<file path="config.mk">
export PLATFORM = sky130hd
export DESIGN_NAME = reaction_duel_ctrl
export DESIGN_NICKNAME = d
export VERILOG_FILES = /design/src/rtl/reaction_pkg.sv /design/src/rtl/rand_lfsr16.sv /design/src/rtl/reaction_duel_ctrl.sv
export SDC_FILE = /design/constraint.sdc
export NUM_CORES = 1
export LEC_CHECK = 0
export BUFFER_PORTS_ARGS = -buffer_cell sky130_fd_sc_hd__clkbuf_2
export CORE_ASPECT_RATIO = 0.75
export CORE_MARGIN = 5
export CORE_UTILIZATION = 45
export DETAILED_ROUTE_END_ITERATION = 6
export GPL_TIMING_DRIVEN = 0
export SYNTH_ARGS = -nofsm -noshare
export SYNTH_HDL_FRONTEND = slang
export SYNTH_SLANG_ARGS = --single-unit
export TNS_END_PERCENT = 10
</file>
<file path="constraint.sdc">
create_clock -name clk -period 6 [get_ports clk]
set_input_delay 0.6 -clock clk [delete_from_list [all_inputs] [get_ports clk]]
set_output_delay 0.6 -clock clk [all_outputs]
set_load 0.03 [all_outputs]
</file>
<file path="src/rtl/reaction_pkg.sv">
// reaction_pkg: state encodings, winner codes and LFSR taps shared by the game blocks
package reaction_pkg;
  typedef enum logic [2:0] {
    ST_IDLE = 3'd0,
    ST_ARM  = 3'd1,
    ST_RUN  = 3'd2,
    ST_WIN  = 3'd3,
    ST_TOUT = 3'd4,
    ST_FOUL = 3'd5
  } state_t;
  localparam logic [1:0] WIN_NONE = 2'b00;
  localparam logic [1:0] WIN_A    = 2'b01;
  localparam logic [1:0] WIN_B    = 2'b10;
  localparam logic [1:0] WIN_TIE  = 2'b11;
  localparam logic [15:0] LFSR_TAPS = 16'hB400;
endpackage

</file>
<file path="src/rtl/rand_lfsr16.sv">
// rand_lfsr16: free-running 16-bit Galois LFSR, x^16+x^14+x^13+x^11+1
module rand_lfsr16
  import reaction_pkg::*;
#(
  parameter logic [15:0] SEED = 16'hACE1
) (
  input  logic        clk,
  input  logic        clr,
  output logic [15:0] q
);
  always_ff @(posedge clk or negedge clr)
    if (!clr) q <= SEED;
    else      q <= (q >> 1) ^ (q[0] ? LFSR_TAPS : 16'h0000);
endmodule

</file>
<file path="src/rtl/reaction_duel_ctrl.sv">
// reaction_duel_ctrl: two-player reaction game round sequencer with random arming delay
module reaction_duel_ctrl
  import reaction_pkg::*;
#(
  parameter int          TW           = 11,
  parameter int          MAX_MS       = 1999,
  parameter int          MIN_DELAY_MS = 1000,
  parameter int          RAND_BITS    = 10,
  parameter logic [15:0] LFSR_SEED    = 16'hACE1
) (
  input  logic          clk,
  input  logic          clr,
  input  logic          ms_tick,
  input  logic          start,
  input  logic          stop_a,
  input  logic          stop_b,
  output logic          led,
  output logic          busy,
  output logic          done,
  output logic [TW-1:0] reaction_time,
  output logic [1:0]    winner,
  output logic [1:0]    foul,
  output logic          timeout,
  output logic [2:0]    state
);
  localparam logic [15:0] RMASK = 16'((32'd1 << RAND_BITS) - 1);
  if (MIN_DELAY_MS < 1 || RAND_BITS < 0 || RAND_BITS > 11 || MIN_DELAY_MS + (1 << RAND_BITS) - 1 > 4095)
    begin : g_bad_delay
      $error("reaction_duel_ctrl: arming delay does not fit in 12 bits");
    end
  if (MAX_MS >= (1 << TW) || LFSR_SEED == 16'h0000) begin : g_bad_param
    $error("reaction_duel_ctrl: MAX_MS must fit in TW bits and LFSR_SEED must be non-zero");
  end
  state_t          state_q, state_d;
  logic [11:0]     dly_q, dly_d;
  logic [TW-1:0]   rt_q, rt_d, rtime_q, rtime_d;
  logic [1:0]      win_q, win_d, foul_q, foul_d;
  logic            to_q, to_d, done_q, done_d;
  logic [15:0]     lfsr;
  logic [11:0]     dly_load;
  logic            any_stop;
  rand_lfsr16 #(.SEED(LFSR_SEED)) u_lfsr (.clk(clk), .clr(clr), .q(lfsr));
  assign dly_load = 12'(MIN_DELAY_MS) + 12'(lfsr & RMASK);
  assign any_stop = stop_a | stop_b;
  always_ff @(posedge clk or negedge clr)
    if (!clr) begin
      state_q <= ST_IDLE;
      dly_q   <= '0;
      rt_q    <= '0;
      rtime_q <= '0;
      win_q   <= WIN_NONE;
      foul_q  <= 2'b00;
      to_q    <= 1'b0;
      done_q  <= 1'b0;
    end else begin
      state_q <= state_d;
      dly_q   <= dly_d;
      rt_q    <= rt_d;
      rtime_q <= rtime_d;
      win_q   <= win_d;
      foul_q  <= foul_d;
      to_q    <= to_d;
      done_q  <= done_d;
    end
  always_comb begin
    state_d = state_q;
    dly_d   = dly_q;
    rt_d    = rt_q;
    rtime_d = rtime_q;
    win_d   = win_q;
    foul_d  = foul_q;
    to_d    = to_q;
    done_d  = 1'b0;
    case (state_q)
      ST_IDLE, ST_WIN, ST_TOUT, ST_FOUL:
        if (start) begin
          state_d = ST_ARM;
          dly_d   = dly_load;
          rtime_d = '0;
          win_d   = WIN_NONE;
          foul_d  = 2'b00;
          to_d    = 1'b0;
        end
      ST_ARM:
        if (any_stop) begin
          state_d = ST_FOUL;
          foul_d  = {stop_b, stop_a};
          done_d  = 1'b1;
        end else if (ms_tick) begin
          dly_d = dly_q - 12'd1;
          if (dly_q == 12'd1) begin
            state_d = ST_RUN;
            rt_d    = '0;
          end
        end
      ST_RUN:
        if (any_stop) begin
          state_d = ST_WIN;
          rtime_d = rt_q;
          win_d   = {stop_b, stop_a};
          done_d  = 1'b1;
        end else if (ms_tick) begin
          if (rt_q == TW'(MAX_MS)) begin
            state_d = ST_TOUT;
            rtime_d = TW'(MAX_MS);
            win_d   = WIN_NONE;
            to_d    = 1'b1;
            done_d  = 1'b1;
          end else rt_d = rt_q + TW'(1);
        end
      default: state_d = ST_IDLE;
    endcase
  end
  assign led           = state_q == ST_RUN;
  assign busy          = state_q == ST_ARM || state_q == ST_RUN;
  assign done          = done_q;
  assign reaction_time = rtime_q;
  assign winner        = win_q;
  assign foul          = foul_q;
  assign timeout       = to_q;
  assign state         = state_q;
endmodule
</file>
After elaboration in Yosys (flattened, before gate mapping)

Cells that the tools add are included.

Flip-flop bits (word level): 59
Input port bits: 6
Output and inout bits: 22
Word-level logic and storage cells: 88

Add/subtract/negate cells: 3
Eq/ne operators: 20
Mux-type cells: 42
Bitwise gates (word level): 2
Reduce and logical (&&, ||, !) cells: 12

Operator list:

| operator                 | number |
|---|---|
| $mux W11                 | 10 |
| $pmux W11 S2             | 2 |
| $mux W12                 | 3 |
| $pmux W12 S2             | 1 |
| $mux W3                  | 7 |
| $mux W16                 | 1 |
| $ne A2 B2 Y1 const B     | 8 |
| $xor A15 B16 Y16         | 1 |
| $eq A12 B1 Y1 const B    | 1 |
| $sub A12 B1 Y12 const B  | 1 |
| $add A10 B10 Y11 const A | 1 |
| $add A11 B1 Y11 const B  | 1 |
| $eq A11 B11 Y1 const B   | 1 |
| $mux W2                  | 5 |
| $reduce_and A5 Y1        | 2 |
| $pmux W3 S3              | 1 |
| $mux W1                  | 8 |
| $pmux W2 S2              | 2 |
| $reduce_and A4 Y1        | 2 |
| $reduce_and A7 Y1        | 1 |
| $eq A3 B2 Y1 const B     | 2 |
| $eq A3 B3 Y1 const B     | 2 |
| $ne A3 B3 Y1 const B     | 2 |
| $reduce_bool A2 Y1       | 3 |
| other kinds (10)         | 11 |

Logic depth before layout (Yosys ltp)

Gate-level depths: netlist of the first run.

Depth in word-level cells: 5
Mapped depth: 8
Mapped depth without buffers: 6

Cells and area by module

A second synthesis of the first run with hierarchy kept.

Cell total of the unflattened synthesis: 300
Area total of the unflattened synthesis: 2935.3 um^2

By module, submodules not included:

| module             | times used | cells each | area each (um^2) |
|---|---|---|---|
| reaction_duel_ctrl | 1          | 281        | 2498.6 |
| rand_lfsr16        | 1          | 19         | 436.7 |

Worst setup path after synthesis of the first run

No wires, ideal clock.

Path kind: reg2out
Start point: register state_q[0] (netlist: state[0])
End point: output led
Data arrival time: 1.809 ns
Required time: 5.400 ns
Path slack: 3.591 ns
Stages on the path, launching flop included: 7
Path through: dfrtp_1 -> buf_2 -> or3b_2 -> clkbuf_1 -> inv_1 -> buf_2 -> buf_2

Word-level cells in the longest chain between the ends: 1

RTL lines:

| element                  | line                      | text |
|---|---|---|
| start: declaration       | reaction_duel_ctrl.sv:34  | `state_t state_q, state_d;` |
| start signal: assignment | reaction_duel_ctrl.sv:56  | `state_q <= state_d;` |
| $eq A3 B2 Y1             | reaction_duel_ctrl.sv:114 | `assign led = state_q == ST_RUN;` |
| end: declaration         | reaction_duel_ctrl.sv:17  | `output logic led,` |

No other way between the ends.

Worst setup path after layout of the first run

Same ends and word-level chain as after synthesis.

==> out/qor.yml, run 1 <==
clock_skew_ps: 9.81
cp_slowest_cell: "or3b_2"
path_delay_family: "buffers and inverters"
syn-num-nets: 321
place.gp.congestion: 0.903
start_util: 0.457
wl_per_cell_um: 16.9
fmax_ghz: 0.333
first_pass_iters: 5
wirelength_mm: 7.39
maxCapViolations: 0
min_period_ps: 3010
crit_arrival_ps: 2410
period_share: 0.501
synth-main-ff-cell: "dfrtp_1"
synth_common_cells: "dfrtp_1, o21ai_0, inv_1"
peakVddDrop_mv: 0.184
coreArea_um2: 6730
die_h_um: 81.6
antennaDiodeCount: 0
met1_length_mm: 3.98
synth.most_common_cell: "dfrtp_1"
clock_sink_count: 59
final-setup-viol-count: 0
h-tree-depth: 3
die_w_um: 106
finalSetupTns_ps: 0
portBuffers: 25
grt_pass1_vias: 2467
rsz0062_at_grt: "no"
cts_resized: 0
drive_gt1_frac: 0.190
finalMaxSlewViolations: 0
synth_top_cell_by_area: "dfrtp_1"
cp_max_fo: 10
syn-instance-count: 311
cts_tree: "built"
postCtsSetupRepairBufs: 0
cp_common_cell: "buf_2"
p_leak_nw: 1.56
cts_made_buffers: 9
grt_overflow: 0
tightest_slew_ps: 881
grt_max_degree: 60
dpl.hpwl_mm: 5.24
synth_area_leaders: "dfrtp_1, dfstp_2, mux2i_1"
globalRouteTotalUtil: 0.189
power.density_nw_per_um2: 336
top_layer_used: "met4"
path_buf_inv: 6
ys_seq_elements: 59
drt_iter0_markers: 259
avgSynthCellArea_um2: 9.90
ios: 28
cp-start-kind: "register"
syn_to_final_growth_pct: 13.9
power_mw: 1.18
hold_buffers: 0
root_buffer: "clkbuf_8"
max-slew-margin-rel: 0.411
slowest_delay_ps: 460
status: "complete, no violations"
ant_nets: 0
yosys_warnings: 0
whs_ps: 360
crit_chain: "buf_2 > or3b_2 > clkbuf_1 > inv_1 > buf_2 > buf_2 > clkbuf_2"
insertion_delay_ps: 340
yosysTopAreaCellShare: 0.414
hp-class: "register to register"
grt_pass1_wl_mm: 12.8
synth-seq-area-share: 0.483
cts_buffer_depth: 2
nets: 357
end_kind: "primary output"
via_per_inst: 5.87
dieArea_um2: 8610
required_ps: 5400
rows: 26
critPathKind: "register to primary output"
synth_area_um2: 3080
timing_hold_violations_final: 0
drc: 0
wl_met3_um: 418
synth_edf_count: 0
path_clk_slew_ps: 70
synth.distinct_cells: 54
antenna_found_initial: 0
dr_total_vias: 2561
synthArstFlopShare: 1.00
wl_met2_mm: 2.92
## worst register-to-register path, delay by kind of cell (launching register included)
kind	cells	cell delay, ps
flops	1	370
simple gates	2	1100
buf+inv	1	180
compound gates	2	670
## cells in the final DEF, fill, tap and decap left out, drive strengths merged, types with 3 or more instances in the layout
| cell | synthesis | routed |
|---|---|---|
| a21oi | 11 | 11 |
| xor2 | 4 | 4 |
| o2bb2ai | 5 | 5 |
| or2 | 3 | 3 |
| nor3 | 8 | 8 |
| nand3 | 8 | 8 |
| or3b | 4 | 4 |
| and3 | 4 | 4 |
| or4 | 4 | 4 |
| a221o | 3 | 3 |
| nand2b | 3 | 3 |
| nand2 | 17 | 17 |
| clkbuf | 16 | 51 |
| dfstp | 8 | 8 |
| a22oi | 3 | 3 |
| buf | 7 | 7 |
| a32o | 4 | 4 |
| clkinvlp | 0 | 3 |
| a31oi | 4 | 4 |
| a22o | 6 | 6 |
| o22ai | 11 | 11 |
| ha | 4 | 4 |
| nor4 | 4 | 4 |
| xnor2 | 4 | 4 |
| inv | 18 | 18 |
| nand4 | 6 | 6 |
| o21ai | 24 | 24 |
| nor3b | 4 | 4 |
| nor2 | 17 | 17 |
| mux2i | 13 | 13 |
| dfrtp | 51 | 51 |
| o211ai | 3 | 3 |
## path summary, 6_finish.rpt
path	to	slack [ps]	cells after the start	start
setup reg to reg	rt_q[5]$_DFFE_PN0P_	3540	5	state[2]$_DFFE_PN0P_
hold / removal	u_lfsr.q[11]$_DFF_PN1_	360	0	u_lfsr.q[12]$_DFF_PN0_
hold reg to reg	u_lfsr.q[11]$_DFF_PN1_	360	0	u_lfsr.q[12]$_DFF_PN0_
max in group asynchronous	dly_q[8]$_DFFE_PN0P_	5120	1	clr
setup / recovery	led	2990	7	state[0]$_DFFE_PN0P_
min in group asynchronous	u_lfsr.q[14]$_DFF_PN0_	370	1	clr
## per-layer routing
layer  track usage  up-vias
met2         0.252       82
met1         0.299     1241
met3        0.0471        7
met4        0.0466        0
li1              -     1231
met5             0        -
## flip-flops by register name (all words and copies together) (netlist names)
name / flops
timeout: 1
state: 3
winner: 2
reaction_time: 11
foul: 2
rt_q: 11
dly_q: 12
done: 1
u_lfsr.q: 16
## area by class of cell
class | count | area, µm²
buffer | 23 | 100
clock buffer | 10 | 128
clock inverter | 6 | 66.3
fill | 631 | 3230
inverter | 18 | 67.6
multi-input combinational | 211 | 1430
sequential | 59 | 1490
tap | 84 | 105
timing repair buffer | 25 | 128
## per-stage QoR
stage | area (µm²) | instances | setup slack [ps] | util
2_1_floorplan | 3080 | 311 | 3590 | -
3_3_place_gp | 3310 | 420 | 3370 | 0.491
3_5_place_dp | 3310 | 420 | 3360 | 0.492
4_1_cts | 3510 | 436 | 2980 | 0.521
5_1_grt | 3510 | 436 | 2770 | 0.521
6_report | 3510 | 436 | 2990 | 0.521
## report_power, final
| group | switching [mW] | internal [mW] |
|---|---|---|
| registers | 0.0530 | 0.444 |
| logic | 0.202 | 0.127 |
| clock network | 0.162 | 0.192 |
## cell families after synthesis
family                   Yosys count  synth area share
adder cells (fa/ha/maj)            5            0.0195
buffers and inverters             41            0.0544
AO/OA/AOI/OAI                     92             0.208
AND/OR/NAND/NOR                   91             0.163
multiplexers                      15            0.0496
XOR/XNOR                           8            0.0228
flip-flops                        59             0.483
No activity file was read; power rests on OpenSTA's default activity.
==> run 2, diff against run 1 <==
- ABC_AREA: not set -> 1
- PLACE_DENSITY: not set -> 0.66
- clock period: 6 -> 2.45 ns (I/O delays scaled with it)
==> run 2 against run 1 <==
Compared with the run above: sequential share of layout area fell by 0.98 points; non-clock buffer count fell by 8; setup slack got worse by 2500 ps; worst hold slack got worse by 360 ps; sequential power rose to 2.7 times the previous value; area after synthesis rose by 1.1%; register-to-register slack got worse by 3000 ps; clock power rose to 2.9 times the previous value; routed wire length fell by 5.5%; flip-flop and latch count did not move; critical path type unchanged; critical endpoint unchanged; largest cell class unchanged; largest power group is now combinational cells.
==> out/qor.yml, run 2 <==
status: "complete, no violations"
top_regs: "u_lfsr.q x16, dly_q x12"
required_ps: 2200  # -3200 ps
critPathKind: "register to primary output"
synthArstFlopShare: 1.00  # unchanged
end_kind: "primary output"
start_util: 0.460  # +0.00279
rows: 26  # unchanged
ant_nets: 0  # unchanged
internal-power_mw: 2.45  # +220%
synth_area_leaders: "dfrtp_1, nand2_1, dfstp_2"
root_buffer: "clkbuf_8"
place.gp.congestion: 0.910  # +0.79%
ios: 28  # unchanged
layout_commonest_cell: "nand2_1"
syn-instance-count: 388  # +25%
fill_cells: 623  # -1.3%
hp-class: "primary input to asynchronous set/reset pin"
clock_skew_ps: 9.35  # -0.460 ps
coreArea_um2: 6770  # +0.48%
drt_iter0_markers: 169  # -35%
synth_area_um2: 3110  # +1.1%
utilization: 0.530  # +0.00970
cts_tree: "built"
pwr-share-comb: 0.477  # +0.198
yosysTopAreaCellShare: 0.410  # -0.00450
via_per_inst: 5.07  # -14%
antenna_found_initial: 0  # unchanged
antennaDiodeCount: 0  # unchanged
crit_arrival_ps: 1760  # -650 ps
cts_resized: 0  # unchanged
place_area_um2: 3360  # +1.3%
period_share: 0.816
ff2ff_setup_slack_ps: 560  # -2980 ps
portBuffers: 27  # +8.0%
multi_input_area_um2: 1380  # -3.3%
tightest_slew_ps: 804  # -77.8 ps
cp-start-kind: "register"
dr_total_vias: 2610  # +1.9%
hold_buffers: 0  # unchanged
pre_cts_ws_ps: 608  # -2750 ps
clock_sink_count: 59  # unchanged
synth-seq-area-share: 0.477  # -0.00524
dpl.hpwl_mm: 5.04  # -3.9%
globalRouteTotalUtil: 0.177  # -0.0120
wirelength_mm: 6.98  # -5.5%
finalSetupTns_ps: 0  # unchanged
peakVddDrop_mv: 0.502  # +170%
wl_per_cell_um: 13.5  # -20%
insertion_delay_ps: 350  # about the same
nets: 436  # +22%
yosys_warnings: 0  # unchanged
maxCapViolations: 0  # unchanged
largest_reg_flops: 16  # unchanged
synth.most_common_cell: "nand2_1"
synth.distinct_cells: 34  # -37%
mostFrequentLayoutCells: "nand2_1, dfrtp_1, nor2_1"
path_clk_slew_ps: 70  # about the same
power.density_nw_per_um2: 1250  # +270%
first_pass_iters: 5  # unchanged
avgSynthCellArea_um2: 8.02  # -19%
seqPwrFrac: 0.294  # -0.127
cts_made_buffers: 9  # unchanged
cts_buffer_depth: 2  # unchanged
synth_common_cells: "nand2_1, dfrtp_1, nor2_1"
postCtsSetupRepairBufs: 0  # unchanged
seq_area_um2: 1490  # unchanged
synth_edf_count: 0  # unchanged
setup_ws_ps: 450  # -2540 ps
syn_to_final_growth_pct: 15.3
h-tree-depth: 3  # unchanged
p_switching_mw: 2.05  # +390%
grt_pass1_wl_mm: 11.8  # -7.3%
synth-main-ff-cell: "dfrtp_1"
final-setup-viol-count: 0  # unchanged
drive_gt1_frac: 0.195  # +0.00455
min_period_ps: 2000
grt_pass1_vias: 2332  # -5.5%
switching_share: 0.455  # +0.102
grt_overflow: 0  # unchanged
timing_hold_violations_final: 0  # unchanged
max-slew-margin-rel: 0.464  # +0.0531
clkPwrFrac: 0.229  # -0.070
ys_seq_elements: 59  # unchanged
cp_max_fo: 10  # unchanged
synth_top_cell_by_area: "dfrtp_1"
p_leak_nw: 1.74  # +12%
die_w_um: 106  # +0.50%
finalMaxSlewViolations: 0  # unchanged
largest_register: "u_lfsr.q"
fmax_ghz: 0.500
die_h_um: 82.0  # +0.48%
grt_max_degree: 60  # unchanged
rsz0062_at_grt: "no"
drc: 0  # unchanged
finalInstanceArea_um2: 3590  # +2.4%
syn-num-nets: 398  # +24%
whs_ps: 2.42  # -357 ps
dieArea_um2: 8700  # +0.98%
run 2: worst paths after layout:
path                                   startpoint  cells past startpoint                            to
min in group clk                           stop_b                      3         winner[1]$_DFFE_PN0P_
min                                           clr                      1          dly_q[8]$_DFFE_PN0P_
min reg2reg                u_lfsr.q[12]$_DFF_PN0_                      0        u_lfsr.q[11]$_DFF_PN1_
max in group asynchronous                     clr                      1         dly_q[10]$_DFFE_PN0P_
max                          state[0]$_DFFE_PN0P_                      5                           led
max reg2reg                   rt_q[0]$_DFFE_PN0P_                      9  reaction_time[2]$_DFFE_PN0P_
run 2: critical path: stages, from the launching register on:
cell,delay [ps]
dfrtp_1,430
inv_1,150
nand3_4,160
inv_2,140
clkbuf_1,260
clkbuf_2,270
run 2: cell type report:
type	instances	area share
Multi-Input combinational cell	274	0.384
Sequential cell	59	0.414
Clock inverter	6	0.0265
Buffer	13	0.0255
Tap cell	84	0.0293
Inverter	42	0.0439
Clock buffer	10	0.0384
Timing Repair Buffer	27	0.0384
run 2: cells by family (layout without fill, tap and decap cells):
kind of cell | count (synthesis) | count (layout) | share of synthesized area
buffers and inverters | 55 | 98 | 0.0800
and+or+nand+nor | 189 | 189 | 0.272
DFF | 59 | 59 | 0.477
xor gates and xnor gates | 16 | 16 | 0.0450
adders and majority gates | 4 | 4 | 0.0161
AOI/OAI and AO/OA | 65 | 65 | 0.110
run 2: power by group through the flow:
| stage | logic [mW] | registers (mW) | clock network [mW] |
|---|---|---|---|
| finish | 2.15 | 1.32 | 1.03 |
| global route | 2.37 | 1.35 | 1.10 |
| CTS | 2.14 | 1.32 | 1.06 |
| detailed placement | 2.13 | 1.34 | 0 |
| global placement | 2.10 | 1.33 | 0 |
| floorplan | 1.47 | 1.46 | 0 |
run 2: per-stage QoR:
stage / total power, mW / instances
after floorplan: 2.93 / 388
after global placement: 3.43 / 499
after detailed placement: 3.47 / 499
after CTS: 4.52 / 515
after global routing: 4.81 / 515
final: 4.50 / 515
run 2: layer usage:
layer	vias up	global-route usage	wire length, µm
met1	1200	0.269	3710
met2	86	0.234	2770
met3	8	0.0597	423
li1	1316	-	-
met5	-	0	0
met4	0	0.0505	70
==> run 3, diff against run 2 <==
- ABC_AREA: 1 -> 0
- PLACE_DENSITY: 0.66 -> not set
- clock period: 2.45 -> 1.9 ns (I/O delays scaled with it)
==> run 3 against run 2 <==
Compared with the run above: the flow now finishes with violations (negative setup slack); non-clock buffer count rose by 19; routed wire length up 15%; critical endpoint is now dly_q[11]$_DFFE_PN0P_; setup slack got worse by 470 ps; flip-flop and latch count unchanged; sequential share of layout area is 2.1 points lower; combinational power is 42% lower; critical path depth down 1; die area is 0.97% lower; clock skew up 1.9 ps.
==> out/qor.yml, run 3 (synthesized netlist as in run 1, its figures left out) <==
status: "complete, but fails checks"
violations: "negative setup slack"
antenna_found_initial: 0  # unchanged
place_area_um2: 3350  # -0.30%
tightest_slew_ps: 815  # +11.0 ps
path_clk_slew_ps: 60  # about the same
cts_buffer_depth: 2  # unchanged
required_ps: 2170  # -30 ps
finalInstanceArea_um2: 3790  # +5.7%
max-slew-margin-rel: 0.457  # -0.00736
grt_pass1_wl_mm: 12.8  # +8.5%
syn_to_final_growth_pct: 23.2
rsz0062_at_grt: "yes"
setup_ws_ps: -16.7  # -467 ps
cp-start-kind: "register"
cts_tree: "built"
fmax_ghz: 0.522
die_w_um: 106  # -0.50%
maxCapViolations: 0  # unchanged
start_util: 0.457  # -0.00279
fill_cells: 596  # -4.3%
cp_max_fo: 4  # -6
largest_reg_flops: 16  # unchanged
power.density_nw_per_um2: 1060  # -16%
power_mw: 4.02  # -11%
top_layer_used: "met4"
utilization: 0.563  # +0.0330
via_per_inst: 5.99  # +18%
wirelength_mm: 8.00  # +15%
clock_skew_ps: 11.3  # +1.90 ps
wl_per_cell_um: 17.9  # +32%
place.gp.congestion: 0.836  # -8.2%
antennaDiodeCount: 0  # unchanged
ant_nets: 0  # unchanged
peakVddDrop_mv: 0.615  # +23%
path_delay_family: "simple AND/OR/NAND/NOR gates"
coreArea_um2: 6730  # -0.48%
final-setup-viol-count: 1  # +1
path_buf_inv: 0  # -4
layout_commonest_cell: "dfrtp_1"
slowest_delay_ps: 550  # +120 ps
drc: 0  # unchanged
mostFrequentLayoutCells: "dfrtp_1, clkbuf_2, o21ai_0"
critPathKind: "register to register"
dieArea_um2: 8610  # -0.97%
crit_chain: "or4_4 > or3_4 > or4_1 > a21oi_1"
nets: 368  # -16%
grt_max_degree: 60  # unchanged
drive_gt1_frac: 0.284  # +0.0889
seq_area_um2: 1490  # +0.42%
finalMaxSlewViolations: 0  # unchanged
wl_met3_um: 543  # +28%
cts_made_buffers: 9  # unchanged
hp-class: "primary input to register"
top_regs: "u_lfsr.q x16, dly_q x12"
met1_length_mm: 4.43  # +19%
grt_overflow: 0  # unchanged
globalRouteTotalUtil: 0.196  # +0.0194
largest_register: "u_lfsr.q"
drt_iter0_markers: 227  # +34%
ios: 28  # unchanged
dpl.hpwl_mm: 5.31  # +5.5%
grt_pass1_vias: 2382  # +2.1%
first_pass_iters: 5  # unchanged
h-tree-depth: 3  # unchanged
die_h_um: 81.6  # -0.48%
multi_input_area_um2: 1510  # +9.9%
root_buffer: "clkbuf_8"
dr_total_vias: 2678  # +2.6%
end_kind: "register"
cp_slowest_cell: "or4_4"
rows: 26  # unchanged
crit_arrival_ps: 2190  # +430 ps
min_period_ps: 1920
p_leak_nw: 1.68  # -3.5%
period_share: 1.01
timing_hold_violations_final: 0  # unchanged
insertion_delay_ps: 350  # about the same
wl_met2_mm: 2.93  # +5.7%
whs_ps: 284  # +282 ps
clock_sink_count: 59  # unchanged
portBuffers: 25  # -7.4%
run 3: cell types whose count changed in the layout (fill, tap and decap cells not counted), sizes merged, moves of 11 or more:
cell | previous run | this run
o21ai | 56 | 24
buf | 9 | 24
o22ai | 0 | 11
mux2i | 0 | 13
nand2 | 114 | 17
nand3 | 23 | 8
inv | 43 | 18
nor2 | 37 | 17
run 3: final timing paths:
| check | slack, ps | end | cells past startpoint | startpoint |
|---|---|---|---|---|
| worst min-delay path | 280 | state[0]$_DFFE_PN0P_ | 4 | ms_tick |
| min in group asynchronous | 490 | rt_q[5]$_DFFE_PN0P_ | 2 | clr |
| max in group asynchronous | 810 | state[2]$_DFFE_PN0P_ | 2 | clr |
| worst max register to register | -20 | dly_q[11]$_DFFE_PN0P_ | 4 | dly_q[0]$_DFFE_PN0P_ |
| worst max-delay path | -20 | dly_q[11]$_DFFE_PN0P_ | 4 | dly_q[0]$_DFFE_PN0P_ |
| worst min register to register | 360 | u_lfsr.q[11]$_DFF_PN1_ | 0 | u_lfsr.q[12]$_DFF_PN0_ |
run 3: layout make-up:
cell class,instances,share of cell area
clock buffer,15,0.0465
buffer,18,0.0327
multi-input combinational,211,0.399
tap,84,0.0277
sequential,59,0.393
inverter,18,0.0185
clock inverter,1,0.00792
timing repair buffer,41,0.0742
run 3: report_power, final:
group          total (mW)  leakage (nW)  switching (mW)  internal [mW]
registers            1.58         0.745           0.172           1.40
clock network        1.20         0.104           0.486          0.715
logic                1.24         0.832           0.689          0.550
run 3: layer usage:
| metal | GRT usage | vias up |
|---|---|---|
| met5 | 0 | - |
| met4 | 0.0673 | 0 |
| met3 | 0.0613 | 13 |
| met2 | 0.231 | 110 |
| met1 | 0.320 | 1300 |
| li1 | - | 1255 |
run 3: worst register-to-register path, cell delays in order (launching register included):
cell and delay (ps):
dfrtp_1 400, or4_4 550, or3_4 350, or4_1 410, a21oi_1 130
run 3: what timing repair did:
| action | CTS | global route |
|---|---|---|
| setup buffers | 14 | 1 |
| hold buffers | 1 | 0 |
| pin swaps | 6 | 5 |
| hold endpoints to repair | 51 | 0 |
| gates resized for setup | 31 | 11 |
| endpoints found under the setup margin | 36 | 23 |
| gates cloned | 0 | 0 |
run 3: stage by stage:
step / setup WS [ps] / setup TNS [ps] / cells
finish: -16.7 / -16.7 / 447
global route: -81.6 / -249 / 447
CTS: -30.8 / -33.8 / 447
detailed placement: -243 / -3660 / 420
global placement: -295 / -3830 / 420
floorplan: -68.2 / -240 / 311
